### config.mk
export PLATFORM = sky130hd
export DESIGN_NAME = sync_fifo_param
export DESIGN_NICKNAME = d
export VERILOG_FILES = /design/src/rtl/sync_fifo_param.sv
export SDC_FILE = /design/constraint.sdc
export NUM_CORES = 1
export LEC_CHECK = 0
export ABC_CLOCK_PERIOD_IN_PS = 3600
export CAP_MARGIN = 10
export CORE_ASPECT_RATIO = 0.8
export CORE_UTILIZATION = 48
export DETAILED_ROUTE_END_ITERATION = 10
export GPL_ROUTABILITY_DRIVEN = 0
export PLACE_DENSITY = 0.66
export SETUP_SLACK_MARGIN = 0.02
export SYNTH_ARGS = -nofsm -noshare
export SYNTH_HDL_FRONTEND = slang
export SYNTH_SLANG_ARGS = --single-unit
### constraint.sdc
create_clock -name clk -period 3.6 [get_ports clk]
set_input_delay 1.08 -clock clk [delete_from_list [all_inputs] [get_ports clk]]
set_output_delay 1.08 -clock clk [all_outputs]
set_load 0.05 [all_outputs]
### src/rtl/sync_fifo_param.sv
// Parametrised single-clock FIFO with occupancy reporting, almost-full/empty thresholds,
// synchronous flush, sticky overflow/underflow flags and an optional first-word-fall-through read.
module sync_fifo_param #(
    parameter int DATA_W    = 8,
    parameter int DEPTH     = 16,
    parameter int AF_THRESH = 14,
    parameter int AE_THRESH = 2,
    parameter int FWFT      = 0,
    localparam int CW       = $clog2(DEPTH + 1)
) (
    input  logic              clk,
    input  logic              rst_n,
    input  logic              clr_i,
    input  logic              wr_en_i,
    input  logic [DATA_W-1:0] data_i,
    output logic              full_o,
    output logic              almost_full_o,
    input  logic              rd_en_i,
    output logic [DATA_W-1:0] data_o,
    output logic              empty_o,
    output logic              almost_empty_o,
    output logic [CW-1:0]     count_o,
    output logic              overflow_o,
    output logic              underflow_o
);

    localparam int PW = (DEPTH > 1) ? $clog2(DEPTH) : 1;

    logic [DATA_W-1:0] mem [DEPTH];
    logic [PW-1:0]     wr_ptr;
    logic [PW-1:0]     rd_ptr;
    logic [CW-1:0]     count_q;
    logic              overflow_q;
    logic              underflow_q;
    logic              rd_acc;
    logic              wr_acc;

    // Handshake: wr_en_i is a request that is taken when there is room (or a read frees
    // the slot on the same edge); rd_en_i pops the head only while the FIFO is non-empty.
    // Requests that are not taken are dropped and recorded in the sticky error flags.
    assign rd_acc = rd_en_i && !empty_o;
    assign wr_acc = wr_en_i && (!full_o || rd_acc);

    function automatic logic [PW-1:0] next_ptr(input logic [PW-1:0] p);
        return (p == PW'(DEPTH - 1)) ? '0 : p + PW'(1);
    endfunction

    always_ff @(posedge clk or negedge rst_n) begin
        if (!rst_n) begin
            wr_ptr      <= '0;
            rd_ptr      <= '0;
            count_q     <= '0;
            overflow_q  <= 1'b0;
            underflow_q <= 1'b0;
        end else if (clr_i) begin
            wr_ptr      <= '0;
            rd_ptr      <= '0;
            count_q     <= '0;
            overflow_q  <= 1'b0;
            underflow_q <= 1'b0;
        end else begin
            if (wr_acc) wr_ptr <= next_ptr(wr_ptr);
            if (rd_acc) rd_ptr <= next_ptr(rd_ptr);
            if (wr_acc && !rd_acc) begin
                count_q <= count_q + CW'(1);
            end else if (rd_acc && !wr_acc) begin
                count_q <= count_q - CW'(1);
            end
            if (wr_en_i && !wr_acc) overflow_q  <= 1'b1;
            if (rd_en_i && !rd_acc) underflow_q <= 1'b1;
        end
    end

    // Storage is deliberately not reset; a flush suppresses the write on its edge.
    always_ff @(posedge clk) begin
        if (wr_acc && !clr_i) mem[wr_ptr] <= data_i;
    end

    if (FWFT != 0) begin : g_fwft
        assign data_o = mem[rd_ptr];
    end else begin : g_reg
        logic [DATA_W-1:0] data_q;
        always_ff @(posedge clk or negedge rst_n) begin
            if (!rst_n) begin
                data_q <= '0;
            end else if (clr_i) begin
                data_q <= '0;
            end else if (rd_acc) begin
                data_q <= mem[rd_ptr];
            end
        end
        assign data_o = data_q;
    end

    assign count_o        = count_q;
    assign full_o         = (count_q == CW'(DEPTH));
    assign empty_o        = (count_q == '0);
    assign almost_full_o  = (count_q >= CW'(AF_THRESH));
    assign almost_empty_o = (count_q <= CW'(AE_THRESH));
    assign overflow_o     = overflow_q;
    assign underflow_o    = underflow_q;

endmodule

Word level (Yosys, flattened, before mapping) --
Memories as Yosys holds them, arrays and structs flattened. Index checks and enable logic that the tools add are counted.
Storage, ports and cells: output and inout bits 19, memories 1, register bits after elaboration 23, bits in writable memories 128
Cells by class: $lt $le $gt $ge 2, equality and inequality tests 3, $add $sub $neg 4, reduce and logical (&&, ||, !) cells 19, multiplexer cells 17
Memories:
- mem | depth 16, width 8, read ports 1, clocked after Yosys merged registers in 0, write ports 1, line 29 | logic [DATA_W-1:0] mem [DEPTH];
Operator list (count):
- 4-bit two-way mux | 6
- 8-bit two-way mux | 2
- 5-bit two-way mux | 3
- 4-bit by 1-bit adder with 4-bit output, second input constant | 2
- 4-bit == test, second input constant | 2
- 2-bit nonzero test | 4
- 1-bit logical AND | 7
- 1-bit two-way mux | 6
- 5-bit by 1-bit adder with 5-bit output, second input constant | 1
- 5-bit == test, second input constant | 1
- 5-bit by 4-bit greater-or-equal comparator with 1-bit output, second input constant | 1
- 5-bit by 2-bit <= comparator with 1-bit output, second input constant | 1
- 1-bit zero test | 5
- 5-bit zero test | 1
- 5-bit by 1-bit subtractor with 5-bit output, second input constant | 1
- 3-bit nonzero test | 1
- 1-bit logical OR | 1

Logic depth before layout (Yosys ltp) --
Gate-level depths: netlist of run 1.
word-level depth 10, gate-level depth with buffers 8

Worst setup path after synthesis of run 1 --
No wires, ideal clock.
path type flip-flop to output port, start point register count_q[4], in the netlist count_o[4], end point output port empty_o, data required time 2520 ps, data arrival time 2333 ps, path buffers 1, path slack 187 ps, stages on the path, launching flop included 4, cells stage by stage dfrtp_1 > clkbuf_1 > or3_1 > nor3_1
Between the ends: word-level cells in the longest chain between the ends 1
RTL lines:
- start: declaration | line 32 | logic [CW-1:0] count_q;
- start signal: assignment | line 65 | count_q <= count_q + CW'(1);
- start signal: assignment | line 67 | count_q <= count_q - CW'(1);
- 5-bit zero test | line 97 | assign empty_o = (count_q == '0);
- end: declaration | line 20 | output logic empty_o,
Every way passes these cells.

Worst setup path after layout of run 1 --
start point register count_q[3], in the netlist count_o[3], end point output port almost_empty_o
Between the ends: word-level cells in the longest chain between the ends 1
RTL lines:
- 5-bit by 2-bit <= comparator with 1-bit output | line 99 | assign almost_empty_o = (count_q <= CW'(AE_THRESH));
- end: declaration | line 21 | output logic almost_empty_o,
Every way passes these cells.

==> flow_summary.ini, run 1 <==
[sta]
rsz0062_at_grt = false
hold_viol_final = 0
timing.final.crit_share = 0.937
slew_headroom = 0.202
fin_setup_tns_ns = 0
fin_skew_ns = 0.00868
min_period_ns = 3.37
max_freq_mhz = 296
worstMarginPinSlew_ns = 1.19
slew_violations = 0
finalSetupViolCount = 0
setup_slack_ns = 0.226
fin_hold_ws_ns = 0.504

[status]
status = complete, no violations

[worst_setup_path]
crit_path_top_delay_cell = clkdlybuf4s50_1
endpoint_kind = output pin
start_kind = register
crit_required_ns = 2.52
arrival_ns = 2.29
crit_path_max_fanout = 8
crit_buf_inv = 1
crit_chain = or3_1, a21oi_1, clkdlybuf4s50_1
cpPeakStageDelay_ns = 0.83
critPathKind = register to output pin
cpLargestDelayFamily = buffers and inverters

[clocking]
cts-root-buf = clkbuf_16
clockBufferDepth = 2
cts_sinks = 151
clkLatencyLatePin_ns = 0.41
h-tree-depth = 4
cts_tree = built
cts_setup_buffers = 0
clkSlewWorstSetupHoldPaths_ns = 0.06
cts_inserted_buffers = 17

[final_layout]
final_cell_mix = edfxtp_1, mux4_2, clkdlybuf4s50_1, buf_4, nor2_1
nFillCells = 938
multiInputGateArea_sq_mm = 0.00172
mostFrequentLayoutCell = edfxtp_1
nets = 432
seq_area_sq_mm = 0.00442
insertedDiodeCount = 0
final_cells = 593
drive_gt1_frac = 0.237
synthToLayoutAreaGrowth_pct = 20.3

[worst_hold_path]
hold_path.class = register to register

[route]
drt-initial-drc-count = 314
ant_nets = 0
drc_errors = 0
wl_per_cell_um = 21.7
routed_wl_mm = 12.9
vias_per_cell = 5.85
first_pass_iters = 5
num_vias = 3471

[synthesis]
synth_edf_count = 128
syn_inst = 351
synth_ff_type = edfxtp_1
synth.distinct_cells = 41
synth_seq_cells = 151
yosys_warnings = 0
synth-seq-area-share = 0.705
syn_avg_cell_area_sq_um = 17.9
synthesis.area_sq_mm = 0.00627
syn_nets = 374
async_flop_share = 0.152

[place]
io_buffer_count = 31
dp.cells = 561
pre_cts_ws_ns = 0.311
place.detailed.hpwl_mm = 8.30

[global_route]
antenna_found_initial = 0
grt_max_degree = 37
grt_pass1_wl_mm = 19.9
grt_util_all_layers = 0.207
grt_overflow = 0
grt_pass1_vias = 3363

[power_and_ir_drop]
clkPwrFrac = 0.370
sw_frac_of_total = 0.289
power_density_mw_per_mm2 = 664
power_frac_seq = 0.407
p_int_w = 0.00356
pwr-share-comb = 0.223
peakVddDrop_mv = 0.367
power.switching_w = 0.00145
power_leakage_nw = 2.59

[die]
rows = 36
initial_core_util = 0.504
fp.dieW_um = 130
ios = 32
die_h_um = 104
dieArea_sq_mm = 0.0135
coreArea_sq_mm = 0.0124

[flow_run]
drv_cap = 0
==> metal layers <==
layer / global-route usage / share of wire
met1: 0.319 / 0.48
met2: 0.284 / 0.45
met3: 0.0643 / 0.063
met4: 0.0540 / 0.0068
met5: 0 / 0
==> logic make-up after synthesis <==
kind of cell	count (synthesis)	share of synthesized area
flip-flops	151	0.705
adder cells (fa/ha/maj)	10	0.0212
buffers and inverters	28	0.0206
AO/OA/AOI/OAI	38	0.0477
multiplexers	53	0.149
AND/OR/NAND/NOR	66	0.0493
XOR/XNOR	5	0.00699
==> what timing repair did <==
item,CTS,global route
setup endpoints to repair,0,2
endpoints found under the hold margin,0,0
hold buffers,0,0
gates resized for setup,0,2
==> synth_stat cells, types with 7 or more instances <==
cell type,n,area [sq um]
a21oi_1,11,55.1
o221ai_1,8,70.1
mux2i_1,19,190
mux4_2,32,721
clkbuf_1,11,41.3
nand2_1,11,41.3
dfrtp_1,23,576
nand3_1,12,60.1
nor3_1,7,35.0
buf_2,7,35.0
ha_1,9,113
edfxtp_1,128,3840
nor2_1,24,90.1
==> through the flow <==
step | util | total power, W | cell area [sq um]
after floorplan | - | 0.00285 | 6270
after global placement | 0.556 | 0.00317 | 6910
after detailed placement | 0.556 | 0.00319 | 6910
after CTS | 0.606 | 0.00504 | 7540
after global routing | 0.607 | 0.00520 | 7540
final | 0.607 | 0.00501 | 7540
==> registers in the layout, indices dropped and copies added (netlist names) <==
| signal | flops |
|---|---|
| rd_ptr | 4 |
| overflow_o | 1 |
| mem | 128 |
| underflow_o | 1 |
| wr_ptr | 4 |
| data_o | 8 |
| count_o | 5 |
==> worst register-to-register path, delay by kind of cell, from the launching register on <==
kind | cells | cell delay, ns
simple gates | 2 | 0.21
fa+ha+maj | 1 | 0.49
flops | 1 | 0.39
compound gates | 4 | 1.29
buf+inv | 1 | 0.19
==> power by group through the flow <==
stage	Sequential (W)	Combinational, W	Clock (W)
after detailed placement	0.00207	0.00111	0
final	0.00204	0.00112	0.00185
after global routing	0.00205	0.00119	0.00196
after CTS	0.00204	0.00112	0.00188
after floorplan	0.00222	0.000631	0
after global placement	0.00207	0.00110	0
==> worst paths after layout <==
kind,startpoint,to,slack [ns],cells after the start
worst max-delay path,count_o[3],almost_empty_o,0.23,3
worst min-delay path,overflow_o,overflow_o,0.50,2
worst max register to register,count_o[0],count_o[4],0.91,8
worst min register to register,overflow_o,overflow_o,0.50,2
max in group asynchronous,rst_n,rd_ptr[1],2.30,2
min in group asynchronous,rst_n,overflow_o,1.03,2
==> layout make-up <==
class	count	area share
timing repair buffer	60	0.0707
inverter	7	0.00348
multi-input combinational	172	0.228
tap	171	0.0284
sequential	151	0.586
clock buffer	17	0.0564
clock inverter	15	0.0270
(Power assumes the default switching activity.)
==> run 2, diff against run 1 <==
ABC_CLOCK_PERIOD_IN_PS = not set   (was 3600)
CORE_UTILIZATION = 55   (was 48)
PLACE_DENSITY = 0.74   (was 0.66)
clock period = 3.3 ns   (was 3.6 ns; I/O delays follow)
==> flow_summary.ini, run 2 (synthesis gave the netlist of run 1 again) <==
[status]
status = complete, no violations

[global_route]
grt_pass1_vias = 3452
grt_pass1_wl_mm = 19.6
grt_max_degree = 37
grt_util_all_layers = 0.237
antenna_found_initial = 0
grt_overflow = 0

[sta]
rsz0062_at_grt = false
min_period_ns = 3.10
worstMarginPinSlew_ns = 1.21
fin_setup_tns_ns = 0
timing.final.crit_share = 0.939
finalSetupViolCount = 0
hold_viol_final = 0
slew_violations = 0
slew_headroom = 0.195
max_freq_mhz = 323
fin_skew_ns = 0.00878

[route]
ant_nets = 0
wl_per_cell_um = 21.9
vias_per_cell = 6.05
first_pass_iters = 5
drc_errors = 0
num_vias = 3433
routed_wl_mm = 12.4
drt-initial-drc-count = 408

[power_and_ir_drop]
power_density_mw_per_mm2 = 715
peakVddDrop_mv = 0.742
power_leakage_nw = 2.56

[clocking]
clkSlewWorstSetupHoldPaths_ns = 0.06
clockBufferDepth = 2
cts-root-buf = clkbuf_16
cts_inserted_buffers = 17
h-tree-depth = 4
clkLatencyLatePin_ns = 0.41
cts_tree = built
cts_setup_buffers = 0
cts_hold_buf = 0
cts_sinks = 151

[die]
ios = 32
initial_core_util = 0.571
fp.dieW_um = 121
dieArea_sq_mm = 0.0118
coreArea_sq_mm = 0.0110
rows = 34
die_h_um = 97.5

[worst_setup_path]
endpoint_kind = output pin
critPathKind = register to output pin
arrival_ns = 2.11
crit_required_ns = 2.31
crit_path_max_fanout = 8
start_kind = register

[worst_hold_path]
hold_path.class = register to register

[final_layout]
drive_gt1_frac = 0.236
nets = 433
regMostFlops = mem
nFillCells = 721
fin_util = 0.682
synthToLayoutAreaGrowth_pct = 19.4
largest_register_ffs = 128
mostFrequentLayoutCell = edfxtp_1
final_cell_mix = edfxtp_1, mux4_2, buf_4
insertedDiodeCount = 0

[place]
io_buffer_count = 31
place.detailed.hpwl_mm = 7.93

[flow_run]
drv_cap = 0
[run 2: through the flow]
stage                     power, W  setup slack, ns  instance area (sq um)  std cells  hold slack [ns]
after floorplan            0.00311            0.220                   6270        351            0.563
after global placement     0.00344            0.185                   6880        535            0.485
after detailed placement   0.00346            0.119                   6880        535            0.496
after CTS                  0.00538            0.196                   7480        567            0.508
after global routing       0.00556            0.103                   7480        567            0.537
final                      0.00535            0.200                   7480        567            0.504
[run 2: area by class of cell]
class | instances | area, sq um | share of cell area
clock inverter | 9 | 125 | 0.0167
sequential | 151 | 4420 | 0.591
clock buffer | 23 | 478 | 0.0639
multi-input combinational | 172 | 1720 | 0.230
inverter | 7 | 26.3 | 0.00351
timing repair buffer | 61 | 531 | 0.0709
tap | 144 | 180 | 0.0241
[run 2: worst max-delay path, stage by stage, from the launching register on]
cell and delay [ns]:
dfrtp_1 0.47, or3_1 0.46, nor3_2 0.21, dlygate4sd2_1 0.56
[run 2: repair_timing]
action / in CTS / in global routing
endpoints found under the hold margin: 0 / 0
gates resized for setup: 2 / 0
endpoints found under the setup margin: 2 / 0
[run 2: path summary, 6_finish.rpt]
| path | cells after the start | endpoint | from | slack [ns] |
|---|---|---|---|---|
| setup / recovery | 3 | empty_o | count_o[3] | 0.20 |
| max in group asynchronous | 2 | rd_ptr[1] | rst_n | 2.10 |
| hold reg to reg | 2 | underflow_o | underflow_o | 0.50 |
| setup reg to reg | 7 | count_o[4] | count_o[1] | 0.62 |
| min in group asynchronous | 2 | underflow_o | rst_n | 0.94 |
| hold / removal | 2 | underflow_o | underflow_o | 0.50 |
[run 2: metal layers]
layer / part of all wire / global-route usage / routed length, um / up-vias
met2: 0.48 / 0.354 / 5990 / 139
met3: 0.087 / 0.0616 / 1080 / 7
met1: 0.42 / 0.340 / 5200 / 1753
met5: 0 / 0 / 0 / -
li1: - / - / - / 1534
met4: 0.010 / 0.0807 / 126 / 0
[run 2: where the power goes]
| group | switching [W] | internal, W | total [W] | leakage (nW) |
|---|---|---|---|---|
| Combinational | 0.000726 | 0.000459 | 0.00118 | 0.808 |
| Sequential | 0.0000832 | 0.00215 | 0.00223 | 1.46 |
| Clock | 0.000691 | 0.00124 | 0.00193 | 0.293 |
| Total | 0.00150 | 0.00385 | 0.00535 | 2.56 |
==> run 3, diff against run 2 <==
ABC_AREA = 0   (was not set)
CORE_MARGIN = 2   (was not set)
PLACE_DENSITY = 0.79   (was 0.74)
==> flow_summary.ini, run 3 (synthesis gave the netlist of run 1 again) <==
[status]
status = complete, no violations

[final_layout]
fin_util = 0.681
largest_register_ffs = 128
drive_gt1_frac = 0.231
finish.instance_area_sq_mm = 0.00748
mostFrequentLayoutCell = edfxtp_1
nets = 430
insertedDiodeCount = 0
regMostFlops = mem
final_cell_mix = edfxtp_1, mux4_2, clkdlybuf4s50_1
synthToLayoutAreaGrowth_pct = 19.3

[clocking]
clockBufferDepth = 2
cts_hold_buf = 0
cts_setup_buffers = 0
h-tree-depth = 4
cts_inserted_buffers = 17
cts_sinks = 151
cts_tree = built
cts-root-buf = clkbuf_16
clkSlewWorstSetupHoldPaths_ns = 0.06
clkLatencyLatePin_ns = 0.42

[route]
drt-initial-drc-count = 310
ant_nets = 0
routed_wl_mm = 13.4
drc_errors = 0
vias_per_cell = 6.14
wl_per_cell_um = 23.8
num_vias = 3464
first_pass_iters = 5

[global_route]
grt_max_degree = 24
antenna_found_initial = 0
grt_util_all_layers = 0.243
grt_pass1_vias = 3497
grt_overflow = 0
grt_pass1_wl_mm = 20.9

[die]
dieArea_sq_mm = 0.0123
coreArea_sq_mm = 0.0110
initial_core_util = 0.571
ios = 32
rows = 34
fp.dieW_um = 123
die_h_um = 99.5

[sta]
worstMarginPinSlew_ns = 1.12
rsz0062_at_grt = false
finalSetupViolCount = 0
hold_viol_final = 0
slew_violations = 0
min_period_ns = 3.11
setup_slack_ns = 0.195
timing.final.crit_share = 0.941
max_freq_mhz = 322
fin_skew_ns = 0.0202
fin_setup_tns_ns = 0
slew_headroom = 0.252

[power_and_ir_drop]
power_leakage_nw = 2.55
peakVddDrop_mv = 0.460
power_density_mw_per_mm2 = 719

[worst_setup_path]
start_kind = register
crit_path_max_fanout = 8
arrival_ns = 2.12
endpoint_kind = output pin
critPathKind = register to output pin
crit_required_ns = 2.31

[flow_run]
drv_cap = 0

[place]
io_buffer_count = 31
place.detailed.hpwl_mm = 8.45
pre_cts_ws_ns = 0.0618
place_area_sq_mm = 0.00687

[worst_hold_path]
hold_path.class = register to register
run 3: cell types whose count changed in the layout (fill, tap and decap cells not counted), sizes merged:
cell,change
clkbuf,+2
clkinvlp,-1
buf,-3
bufinv,-1
run 3: critical path: stages (launching register included):
cell,delay [ns]
dfrtp_1,0.48
or3_1,0.47
nor3_2,0.18
dlygate4sd2_1,0.57
run 3: final cells by class:
class                           count  area, sq um
Sequential cell                   151         4420
Multi-Input combinational cell    172         1720
Inverter                            7         26.3
Fill cell                         717         3500
Clock inverter                      7         91.3
Timing Repair Buffer               58          520
Tap cell                          144          180
Clock buffer                       25          517
run 3: power by group:
group / switching, W / internal, W
Combinational: 0.000696 / 0.000460
Clock: 0.000700 / 0.00124
Sequential: 0.000137 / 0.00215
Total: 0.00153 / 0.00384
run 3: stage by stage:
stage,power [W],cells,hold slack [ns]
3_5_place_dp,0.00347,532,0.483
3_3_place_gp,0.00345,532,0.477
6_report,0.00538,564,0.486
5_1_grt,0.00558,564,0.529
4_1_cts,0.00541,564,0.493
2_1_floorplan,0.00311,351,0.563
run 3: timing repair:
action | in CTS | in global routing
setup endpoints to repair | 2 | 0
hold endpoints to repair | 0 | 0
gates resized for setup | 2 | 0
run 3: worst paths after layout:
check	start	to	slack, ns	depth (start not counted)
setup / recovery	count_o[3]	empty_o	0.19	3
min in group asynchronous	rst_n	overflow_o	0.72	1
setup reg to reg	count_o[1]	count_o[4]	0.55	7
max in group asynchronous	rst_n	rd_ptr[1]	2.03	2
hold reg to reg	overflow_o	overflow_o	0.49	2
hold / removal	overflow_o	overflow_o	0.49	2
run 3: per-layer routing:
layer  vias up  part of all wire  global-route usage
met5         -                 0                   0
met4         0             0.018              0.0760
met3        23             0.077              0.0671
met2       149              0.47               0.356
met1      1767              0.43               0.360
li1       1525                 -                   -
